===== config.mk =====
export PLATFORM = sky130hd
export DESIGN_NAME = spw_ulight_chan_bridge
export DESIGN_NICKNAME = d
export VERILOG_FILES = /design/src/rtl/spw_ulight_chan_bridge.sv
export SDC_FILE = /design/constraint.sdc
export NUM_CORES = 1
export LEC_CHECK = 0
export ABC_AREA = 1
export ABC_CLOCK_PERIOD_IN_PS = 3800
export CORE_ASPECT_RATIO = 2
export CORE_UTILIZATION = 51
export DETAILED_ROUTE_END_ITERATION = 6
export PLACE_DENSITY = 0.78
export RECOVER_POWER = 50
export SLEW_MARGIN = 10
export SYNTH_ARGS = -nofsm -noshare
export SYNTH_HDL_FRONTEND = slang
export SYNTH_SLANG_ARGS = --single-unit

===== constraint.sdc =====
create_clock -name clk_clk -period 3.8 [get_ports clk_clk]
set_input_delay 0.57 -clock clk_clk [delete_from_list [all_inputs] [get_ports clk_clk]]
set_output_delay 0.57 -clock clk_clk [all_outputs]
set_load 0.05 [all_outputs]

===== src/rtl/spw_ulight_chan_bridge.sv =====
// Host register bridge for NCH SpaceWire ulight cores: CTRL/STATUS, TX handshakes, RX FIFO and timecode.
// Optional registered irq output is built when SPW_BRIDGE_IRQ_EN is defined.

module spw_bridge_txfsm #(
    parameter int W = 9
) (
    input  logic         clk,
    input  logic         rst,
    input  logic         load,
    input  logic         ready,
    input  logic [W-1:0] din,
    output logic [W-1:0] dout,
    output logic         en,
    output logic         busy,
    output logic         drop
);
    typedef enum logic [1:0] {S_IDLE, S_PEND, S_STROBE} state_t;
    state_t state, state_nxt;

    always_ff @(posedge clk or posedge rst) begin
        if (rst) state <= S_IDLE;
        else     state <= state_nxt;
    end

    always_comb begin
        state_nxt = state;
        case (state)
            S_IDLE:   if (load)  state_nxt = S_PEND;
            S_PEND:   if (ready) state_nxt = S_STROBE;
            S_STROBE: state_nxt = S_IDLE;
            default:  state_nxt = S_IDLE;
        endcase
    end

    // strobe decoded from the state register so reset removes it at once
    always_comb begin
        en   = (state == S_STROBE);
        busy = (state != S_IDLE);
        drop = load && (state != S_IDLE);
    end

    always_ff @(posedge clk or posedge rst) begin
        if (rst)                          dout <= '0;
        else if (load && state == S_IDLE) dout <= din;
    end
endmodule

module spw_bridge_chan #(
    parameter int RX_DEPTH = 4
) (
    input  logic        clk,
    input  logic        rst,
    input  logic        wr,
    input  logic        rd,
    input  logic [2:0]  sel,
    input  logic [31:0] wdata,
    output logic [31:0] rdata,
    output logic        link_start,
    output logic        link_disable,
    output logic        auto_start,
    output logic        send_fct_now,
    output logic [8:0]  data_tx,
    output logic        data_en,
    input  logic        data_tx_ready,
    output logic [7:0]  timec_tx,
    output logic        timec_en,
    input  logic        timec_tx_ready,
    input  logic [8:0]  data_rx,
    input  logic        data_rx_ready,
    input  logic [7:0]  timec_rx,
    input  logic        timec_rx_ready,
    input  logic [5:0]  fsm_info,
    input  logic        credit_error_rx,
    output logic        irq_cond
);
    localparam int PW = $clog2(RX_DEPTH);
    localparam logic [PW:0] FULL = (PW+1)'(RX_DEPTH);

    logic wr_ctrl, wr_stat, wr_txd, wr_txtc, rd_rxd, rd_rxtc;
    assign wr_ctrl = wr && sel == 3'd0;
    assign wr_stat = wr && sel == 3'd1;
    assign wr_txd  = wr && sel == 3'd2;
    assign wr_txtc = wr && sel == 3'd3;
    assign rd_rxd  = rd && sel == 3'd4;
    assign rd_rxtc = rd && sel == 3'd5;

    logic [2:0] ctrl;
    always_ff @(posedge clk or posedge rst) begin
        if (rst) begin
            ctrl         <= '0;
            send_fct_now <= 1'b0;
        end else begin
            send_fct_now <= wr_ctrl && wdata[3];
            if (wr_ctrl) ctrl <= wdata[2:0];
        end
    end
    assign {auto_start, link_disable, link_start} = ctrl;

    logic tx_busy, tc_busy, txd_drop, txtc_drop;
    spw_bridge_txfsm #(.W(9)) u_txd (
        .clk(clk), .rst(rst), .load(wr_txd), .ready(data_tx_ready), .din(wdata[8:0]),
        .dout(data_tx), .en(data_en), .busy(tx_busy), .drop(txd_drop)
    );
    spw_bridge_txfsm #(.W(8)) u_txtc (
        .clk(clk), .rst(rst), .load(wr_txtc), .ready(timec_tx_ready), .din(wdata[7:0]),
        .dout(timec_tx), .en(timec_en), .busy(tc_busy), .drop(txtc_drop)
    );

    logic [8:0]    mem [RX_DEPTH];
    logic [PW-1:0] wp, rp;
    logic [PW:0]   cnt;
    logic          rx_prev, push, pop, full, do_push;
    assign push    = data_rx_ready && !rx_prev;
    assign pop     = rd_rxd && cnt != '0;
    assign full    = (cnt == FULL);
    // a pop frees the slot the same cycle, so a full FIFO still accepts
    assign do_push = push && (!full || pop);

    always_ff @(posedge clk) begin
        if (do_push) mem[wp] <= data_rx;
    end

    always_ff @(posedge clk or posedge rst) begin
        if (rst) begin
            rx_prev <= 1'b0;
            wp      <= '0;
            rp      <= '0;
            cnt     <= '0;
        end else begin
            rx_prev <= data_rx_ready;
            if (do_push) wp <= wp + 1'b1;
            if (pop)     rp <= rp + 1'b1;
            case ({do_push, pop})
                2'b10:   cnt <= cnt + 1'b1;
                2'b01:   cnt <= cnt - 1'b1;
                default: ;
            endcase
        end
    end

    logic       tc_prev, tc_vld, tc_edge;
    logic [7:0] tc_data;
    assign tc_edge = timec_rx_ready && !tc_prev;

    always_ff @(posedge clk or posedge rst) begin
        if (rst) begin
            tc_prev <= 1'b0;
            tc_vld  <= 1'b0;
            tc_data <= '0;
        end else begin
            tc_prev <= timec_rx_ready;
            if (tc_edge) begin
                tc_data <= timec_rx;
                tc_vld  <= 1'b1;
            end else if (rd_rxtc) begin
                tc_vld  <= 1'b0;
            end
        end
    end

    logic       credit_err, rx_ovf, tc_ovr, tx_drop;
    logic [3:0] clr;
    assign clr = wr_stat ? wdata[9:6] : 4'b0;

    // set has priority over clear; credit_err cannot clear while the input holds
    always_ff @(posedge clk or posedge rst) begin
        if (rst) begin
            credit_err <= 1'b0;
            rx_ovf     <= 1'b0;
            tc_ovr     <= 1'b0;
            tx_drop    <= 1'b0;
        end else begin
            if (credit_error_rx)                 credit_err <= 1'b1;
            else if (clr[0])                     credit_err <= 1'b0;
            if (push && full && !pop)            rx_ovf     <= 1'b1;
            else if (clr[1])                     rx_ovf     <= 1'b0;
            if (tc_edge && tc_vld && !rd_rxtc)   tc_ovr     <= 1'b1;
            else if (clr[2])                     tc_ovr     <= 1'b0;
            if (txd_drop || txtc_drop)           tx_drop    <= 1'b1;
            else if (clr[3])                     tx_drop    <= 1'b0;
        end
    end

    logic [2:0] ie;
`ifdef SPW_BRIDGE_IRQ_EN
    always_ff @(posedge clk or posedge rst) begin
        if (rst)                   ie <= '0;
        else if (wr && sel == 3'd6) ie <= wdata[2:0];
    end
    assign irq_cond = (ie[0] && cnt != '0) || (ie[1] && tc_vld) ||
                      (ie[2] && (credit_err || rx_ovf || tc_ovr || tx_drop));
`else
    assign ie       = 3'b0;
    assign irq_cond = 1'b0;
`endif

    logic [15:0] status;
    assign status = {4'(cnt), tc_busy, tx_busy, tx_drop, tc_ovr, rx_ovf, credit_err, fsm_info};

    always_comb begin
        rdata = '0;
        case (sel)
            3'd0:    rdata = {29'b0, ctrl};
            3'd1:    rdata = {16'b0, status};
            3'd4:    if (cnt != '0) rdata = {1'b1, 22'b0, mem[rp]};
            3'd5:    rdata = {tc_vld, 23'b0, tc_data};
            3'd6:    rdata = {29'b0, ie};
            default: rdata = '0;
        endcase
    end

    logic unused_wdata;
    assign unused_wdata = ^wdata[31:10];
endmodule

module spw_ulight_chan_bridge #(
    parameter int NCH      = 2,
    parameter int RX_DEPTH = 4,
    parameter int ADDR_W   = $clog2(NCH) + 3
) (
    input  logic              clk_clk,
    input  logic              reset_reset,
    input  logic [ADDR_W-1:0] address,
    input  logic              write,
    input  logic [31:0]       writedata,
    input  logic              read,
    output logic [31:0]       readdata,
    output logic [NCH-1:0]    link_start,
    output logic [NCH-1:0]    link_disable,
    output logic [NCH-1:0]    auto_start,
    output logic [NCH-1:0]    send_fct_now,
    output logic [9*NCH-1:0]  data_tx_to_w,
    output logic [NCH-1:0]    data_en_to_w,
    input  logic [NCH-1:0]    data_tx_ready,
    output logic [8*NCH-1:0]  timec_tx_to_w,
    output logic [NCH-1:0]    timec_en_to_tx,
    input  logic [NCH-1:0]    timec_tx_ready,
    input  logic [9*NCH-1:0]  data_rx_r,
    input  logic [NCH-1:0]    data_rx_ready,
    input  logic [8*NCH-1:0]  timec_rx_r,
    input  logic [NCH-1:0]    timec_rx_ready,
    input  logic [6*NCH-1:0]  fsm_info,
    input  logic [NCH-1:0]    credit_error_rx
`ifdef SPW_BRIDGE_IRQ_EN
    ,
    output logic              irq
`endif
);
    logic [ADDR_W-1:0]      chan;
    logic [NCH-1:0][31:0]   ch_rdata;
    logic [NCH-1:0]         irq_cond;
    logic [31:0]            rd_mux;
    assign chan = address >> 3;

    for (genvar i = 0; i < NCH; i++) begin : g_ch
        logic hit;
        assign hit = (chan == ADDR_W'(i));
        spw_bridge_chan #(.RX_DEPTH(RX_DEPTH)) u_chan (
            .clk(clk_clk), .rst(reset_reset), .wr(write && hit), .rd(read && hit),
            .sel(address[2:0]), .wdata(writedata), .rdata(ch_rdata[i]),
            .link_start(link_start[i]), .link_disable(link_disable[i]),
            .auto_start(auto_start[i]), .send_fct_now(send_fct_now[i]),
            .data_tx(data_tx_to_w[9*i +: 9]), .data_en(data_en_to_w[i]),
            .data_tx_ready(data_tx_ready[i]),
            .timec_tx(timec_tx_to_w[8*i +: 8]), .timec_en(timec_en_to_tx[i]),
            .timec_tx_ready(timec_tx_ready[i]),
            .data_rx(data_rx_r[9*i +: 9]), .data_rx_ready(data_rx_ready[i]),
            .timec_rx(timec_rx_r[8*i +: 8]), .timec_rx_ready(timec_rx_ready[i]),
            .fsm_info(fsm_info[6*i +: 6]), .credit_error_rx(credit_error_rx[i]),
            .irq_cond(irq_cond[i])
        );
    end

    // unpopulated channel slots fall through to zero
    always_comb begin
        rd_mux = '0;
        for (int i = 0; i < NCH; i++)
            if (chan == ADDR_W'(i)) rd_mux = ch_rdata[i];
    end

    always_ff @(posedge clk_clk or posedge reset_reset) begin
        if (reset_reset) readdata <= '0;
        else             readdata <= read ? rd_mux : '0;
    end

`ifdef SPW_BRIDGE_IRQ_EN
    always_ff @(posedge clk_clk or posedge reset_reset) begin
        if (reset_reset) irq <= 1'b0;
        else             irq <= |irq_cond;
    end
`else
    logic unused_irq;
    assign unused_irq = |irq_cond;
`endif
endmodule


==> results of run 1 <==
-- power by group through the flow --
stage / clock (mW) / combinational [mW] / sequential, mW
floorplan: 0 / 0.914 / 2.81
global placement: 0 / 1.61 / 2.60
detailed placement: 0 / 1.65 / 2.61
CTS: 1.68 / 1.66 / 2.58
global route: 1.77 / 1.81 / 2.62
finish: 1.67 / 1.64 / 2.58
-- Yosys cell counts, drive strengths merged, types with 2 or more instances --
| cell type | count |
|---|---|
| nand2 | 183 |
| o21ai | 124 |
| dfrtp | 110 |
| nor2 | 107 |
| inv | 84 |
| edfxtp | 72 |
| buf | 36 |
| nand3 | 36 |
| a21oi | 32 |
| clkbuf | 13 |
| ha | 8 |
| clkinv | 4 |
| nor3 | 3 |
| fa | 2 |
| nand4 | 2 |
| xor2 | 2 |
-- layout make-up --
class / instances / area share (%)
timing repair buffer: 148 / 14.7
sequential: 182 / 49.8
clock inverter: 14 / 1.31
multi-input combinational: 518 / 24.0
tap: 198 / 2.51
clock buffer: 18 / 4.35
inverter: 88 / 3.36
-- sequential cells by signal (all words and copies together), names as in the netlist, 4 cells and up --
| signal | cells |
|---|---|
| g_ch.u_chan.cnt | 6 |
| readdata | 16 |
| g_ch.u_chan.mem | 72 |
| g_ch.u_chan.u_txtc.state | 4 |
| g_ch.u_chan.u_txd.dout | 18 |
| g_ch.u_chan.u_txd.state | 4 |
| g_ch.u_chan.wp | 4 |
| g_ch.u_chan.ctrl | 6 |
| g_ch.u_chan.u_txtc.dout | 16 |
| g_ch.u_chan.rp | 4 |
| g_ch.u_chan.tc_data | 16 |
-- worst min-delay path by stage --
stage	startpoint	endpoint	cells past startpoint
floorplan	g_ch[1].u_chan.tc_data[7]	g_ch[1].u_chan.tc_data[7]	2
global placement	g_ch[0].u_chan.tc_data[6]	g_ch[0].u_chan.tc_data[6]	2
detailed placement	g_ch[0].u_chan.tc_data[7]	g_ch[0].u_chan.tc_data[7]	2
CTS	reset_reset	g_ch[0].u_chan.u_txtc.dout[0]	2
global route	g_ch[0].u_chan.tc_data[7]	g_ch[0].u_chan.tc_data[7]	2
finish	g_ch[0].u_chan.tc_data[6]	g_ch[0].u_chan.tc_data[6]	2
-- cell families after synthesis --
logic type / share of synthesized area, %
adders and majority gates: 1.77
AOI/OAI and AO/OA: 10.2
buffers and inverters: 8.11
other: 0.0475
and+or+nand+nor: 17.5
DFF: 62.2
xor gates and xnor gates: 0.222
-- metrics by stage --
| step | utilization (%) | hold slack [ns] | instance area, um2 |
|---|---|---|---|
| finish | 64.9 | 0.477 | 9870 |
| detailed placement | 61.5 | 0.459 | 9360 |
| global placement | 61.5 | 0.456 | 9360 |
| CTS | 65.2 | 0.458 | 9920 |
| floorplan | - | 0.442 | 7960 |
| global route | 64.9 | 0.501 | 9870 |
-- tightest hold or removal path: stages, from the launching register on --
cell	delay [ns]
dfrtp_1	0.34
nand2_1	0.05
nand2_1	0.05
-- placed cells by master, fill, tap and decap left out, types with 8 or more instances in the layout --
cell type / n
nand2_1: 181
inv_1: 81
nor2_1: 105
dlygate4sd3_1: 28
buf_4: 10
dfrtp_1: 110
edfxtp_1: 72
clkbuf_16: 17
clkdlybuf4s50_1: 107
nand3_1: 32
o21ai_0: 123
ha_1: 8
a21oi_1: 32
conb_1: 16
-- routing by layer --
layer | routed length [um] | GRT usage [%] | share of wire (%) | vias to the layer above
met1 | 6510 | 24.2 | 35 | 2783
met4 | 953 | 15.0 | 5.1 | 0
li1 | - | - | - | 2885
met3 | 721 | 3.75 | 3.9 | 55
met5 | 0 | 0 | 0 | -
met2 | 10500 | 46.1 | 56 | 200
==> results_dict.tcl, run 1 <==
set metrics [dict create \
    crit_path_max_fanout 17 \
    tns_ns 0 \
    worstPathBufferInverterCount 2 \
    placedCellCount 1134 \
    worstSkewPairLatency_ns 0.44 \
    power_density_nw_per_um2 597 \
    grt_max_degree 89 \
    ys_ff_latch 182 \
    dieWidth_um 90.0 \
    synth-edff-count 72 \
    finalCriticalPeriod_ns 2.50 \
    holdCritPathClass "reg2reg" \
    cp_slowest_cell "dlygate4sd3_1" \
    cp-endpoint "g_ch[1].u_chan.u_txtc.dout[4]" \
    slowest_delay_ns 0.64 \
    cp_num_cells 6 \
    synthCells 822 \
    track_usage_pct 24.2 \
    seqPwrFrac_pct 43.8 \
    crit_path_start "address[0]" \
    first_iter_violations 313 \
    drive_gt1_share_pct 5.48 \
    final_cells 1166 \
    pre_cts_ws_ns 0.996 \
    min_period_over_period_pct 65.8 \
    leakage_nw 4.34 \
    clkTransAtPathRegs_ns 0.07 \
    htreeDepth 4 \
    start_util_pct 51.9 \
    syn_to_final_growth_pct 24.9 \
    outcome "finished clean" \
    post_synth.cell_area_avg_um2 9.61 \
    wl_mm 18.7 \
    cap_violations 0 \
    switching_share_pct 35.5 \
    drt-pass1-iter-count 5 \
    hold_buffers 0 \
    path_delay_family "simple AND/OR/NAND/NOR gates" \
    drc_errors 0 \
    setup_ws_ns 1.30 \
    cts_setup_buffers 0 \
    synthTopCellsByArea "dfrtp_1, edfxtp_1, nand2_1, o21ai_0, nor2_1" \
    fmax_mhz 400 \
    cts_resized 0 \
    io_buffers 135 \
    end_kind "flop" \
    slew-limit-headroom_pct 29.2 \
    cts_buffer_depth 2 \
    r2r_end "readdata[5]" \
    peakVddDrop_mv 0.362 \
    combPwrFrac_pct 27.8 \
    required_ns 4.09 \
    multiInputGateArea_um2 2360 \
    tightest_slew_ns 1.06 \
    routed_via_density 5.08 \
    grt_pass1_vias 5891 \
    clockRootBuffer "clkbuf_16" \
    rsz0062_at_grt "false" \
    fin_nets 1061 \
    cts_tree "yes" \
    synth_cell_types 32 \
    dieArea_um2 16000 \
    cp.arrival_ns 2.78 \
    yosys_warnings 0 \
    synth_top_area_cell "dfrtp_1" \
    fillers 1234 \
    post_drt_wl_per_cell_um 16.0 \
    cts_buffers 17 \
    power.total_mw 5.89 \
    crit_path_start_kind "input port" \
    hold_viol 0 \
    grt_pass1_wl_mm 29.3 \
    async_reset_ff_share_pct 60.4 \
    r2r_slack_ns 1.74 \
    dr_total_vias 5923 \
    antenna_left 0 \
    synth_top_cell_area_share_pct 34.8 \
    placementRows 64 \
    grt_overflow 0 \
    slew_viol_final 0 \
    finClkSkew_ns 0.0112 \
    path_cells "dlygate4sd3_1 -> inv_1 -> nor3_1 -> nand3_1 -> nand2_1 -> o21ai_0" \
    routabilityCongestion 0.872 \
    ff2ff_path_depth 7 \
    r2r_start "g_ch[1].u_chan.rp[0]" \
    critical_path_class "in2reg" \
    antenna_found_initial 0 \
    dp_hpwl_mm 13.8 \
    core_um2 15200 \
    cts.sinks 182 \
    yosysSeqAreaShare_pct 62.2 \
    setup_viol 0 \
    pin_count 174 \
    power_switching_mw 2.09 \
    synth_ff_type "dfrtp_1" \
    netlist_area_um2 7900 \
    register_area_um2 4910 \
    die_h_um 178 \
    diodes 0 \
    p_clk_share_pct 28.4 \
    power.internal_mw 3.80 \
]
No activity file was read; power rests on OpenSTA's default activity.
==> run 2: changes to the inputs <==
--- a/config.mk
+++ b/config.mk
@@ -6,11 +6,11 @@
 export NUM_CORES = 1
 export LEC_CHECK = 0
 export ABC_AREA = 1
-export ABC_CLOCK_PERIOD_IN_PS = 3800
+export ABC_CLOCK_PERIOD_IN_PS = 2050
 export CORE_ASPECT_RATIO = 2
-export CORE_UTILIZATION = 51
+export CORE_UTILIZATION = 46
 export DETAILED_ROUTE_END_ITERATION = 6
-export PLACE_DENSITY = 0.78
+export PLACE_DENSITY = 0.75
 export RECOVER_POWER = 50
 export SLEW_MARGIN = 10
 export SYNTH_ARGS = -nofsm -noshare
==> constraint.sdc (replaced) <==
create_clock -name clk_clk -period 2.05 [get_ports clk_clk]
set_input_delay 0.3075 -clock clk_clk [delete_from_list [all_inputs] [get_ports clk_clk]]
set_output_delay 0.3075 -clock clk_clk [all_outputs]
set_load 0.05 [all_outputs]
==> run 2 against run 1 <==
Total power increased by 89%. Sequential power up 80%. Global-route usage shrank 1.1 points. Hold slack got worse by 0.064 ns. Die area increased by 11%. First-iteration DRC count is 18% lower. Clock skew down 0.0037 ns. Via count grew 4.3%. Routed wire length rose by 2.1%. Final area is 3.1% higher. Largest power group unchanged. Highest routed layer unchanged.
==> results_dict.tcl, run 2 (synthesis results as in run 1) <==
set metrics [dict create \
    outcome "finished clean" \
    setup_viol 0 \
    tns_ns 0 \
    cts.sinks 182 \
    post_drt_wl_per_cell_um 15.7 \
    slowest_delay_ns 0.84 \
    cts_tree "yes" \
    drt-pass1-iter-count 7 \
    routed_via_density 5.09 \
    dr_total_vias 6180 \
    io_buffers 135 \
    critical_path_class "reg2out" \
    use_met1_pct 21.7 \
    core_um2 16800 \
    seqPwrFrac_pct 41.8 \
    placedCellCount 1182 \
    dp_hpwl_mm 14.7 \
    first_iter_violations 258 \
    hold_viol 0 \
    cp.arrival_ns 1.66 \
    hold_buffers 0 \
    grt_max_degree 41 \
    slew-limit-headroom_pct 40.7 \
    placementRows 67 \
    diodes 0 \
    min_period_over_period_pct 96.2 \
    final_cells 1214 \
    power_density_nw_per_um2 1090 \
    place_area_um2 9670 \
    clkTransAtPathRegs_ns 0.07 \
    cts_setup_buffers 0 \
    mostFrequentLayoutCell "nand2_1" \
    fillers 1456 \
    top_register "g_ch.u_chan.mem" \
    largest_registers "g_ch.u_chan.mem (72), g_ch.u_chan.u_txd.dout (18)" \
    fmax_mhz 507 \
    fin_area_um2 10200 \
    finClkSkew_ns 0.00754 \
    path_cells "clkdlybuf4s50_1" \
    die_h_um 187 \
    grt_pass1_vias 6284 \
    grt_use_met3_pct 4.19 \
    slew_viol_final 0 \
    final_cell_mix "nand2_1, o21ai_0, dfrtp_1" \
    wl_mm 19.1 \
    cp_slowest_cell "clkdlybuf4s50_1" \
    grt_overflow 0 \
    crit_path_start_kind "flop" \
    combPwrFrac_pct 29.8 \
    power.total_mw 11.1 \
    worstSkewPairLatency_ns 0.44 \
    fin_util_pct 60.7 \
    dieArea_um2 17700 \
    finalCriticalPeriod_ns 1.97 \
    antenna_left 0 \
    busiest_layer "met2" \
    dieWidth_um 94.7 \
    drc_errors 0 \
    pin_count 174 \
    rsz0062_at_grt "false" \
    worstPathBufferInverterCount 1 \
    syn_to_final_growth_pct 28.9 \
    cts_buffers 17 \
    crit_path_max_fanout 3 \
    cts_buffer_depth 2 \
    track_usage_pct 23.0 \
    start_util_pct 47.1 \
    drive_gt1_share_pct 9.14 \
    cts_resized 1 \
    power_switching_mw 3.95 \
    path_delay_family "buffers and inverters" \
    multiInputGateArea_um2 2400 \
    leakage_nw 4.53 \
    register_area_um2 4910 \
    switching_share_pct 35.5 \
    end_kind "output pin" \
    peakVddDrop_mv 0.621 \
    grt_util_met2_pct 43.1 \
    routabilityCongestion 0.837 \
    power.internal_mw 7.17 \
    grt_pass1_wl_mm 30.4 \
    p_clk_share_pct 28.4 \
    holdCritPathClass "in2async" \
    required_ns 1.74 \
    fin_nets 1100 \
    htreeDepth 4 \
    largest_reg_flops 72 \
    tightest_slew_ns 0.889 \
    clockRootBuffer "clkbuf_16" \
    antenna_found_initial 0 \
    cap_violations 0 \
]
-- run 2: through the flow --
stage / hold WS, ns / setup WS, ns
floorplan: 0.339 / 0.184
global placement: 0.454 / -0.141
detailed placement: 0.465 / -0.181
CTS: 0.240 / 0.0637
global route: 0.431 / 0.0306
finish: 0.413 / 0.0788
-- run 2: layout make-up --
type,count,area share [%]
flip-flops and latches,182,48.3
inverters,88,3.26
well taps,207,2.54
clock buffers,19,4.25
repair buffers,187,16.8
clock inverters,13,1.34
multi-input cells,518,23.6
-- run 2: metal layers --
layer  routed length (um)  share of wire (%)  vias up
li1                     -                  -     2977
met1                 6420                 34     2929
met4                 1090                5.7        0
met5                    0                  0        -
met3                  720                3.8       63
met2                10800                 57      211
-- run 2: final timing paths --
path	from	end	slack (ns)	cells after the start
min	reset_reset	g_ch[0].u_chan.tc_prev	0.41	2
min reg2reg	g_ch[0].u_chan.u_txtc.dout[4]	g_ch[0].u_chan.u_txtc.dout[4]	0.48	2
max in group asynchronous	reset_reset	g_ch[1].u_chan.tc_data[4]	0.33	3
max reg2reg	g_ch[1].u_chan.cnt[2]	g_ch[1].u_chan.cnt[1]	0.32	9
max	g_ch[0].u_chan.ctrl[2]	auto_start[0]	0.08	1
min in group clk_clk	timec_tx_ready[1]	g_ch[1].u_chan.u_txtc.state[1]	0.41	3
-- run 2: power groups by stage --
stage          combinational, mW  sequential [mW]  clock (mW)
4_1_cts                     3.35             4.65        3.20
6_report                    3.31             4.65        3.16
3_3_place_gp                3.25             4.70           0
2_1_floorplan               1.70             5.22           0
3_5_place_dp                3.33             4.72           0
5_1_grt                     3.68             4.72        3.32
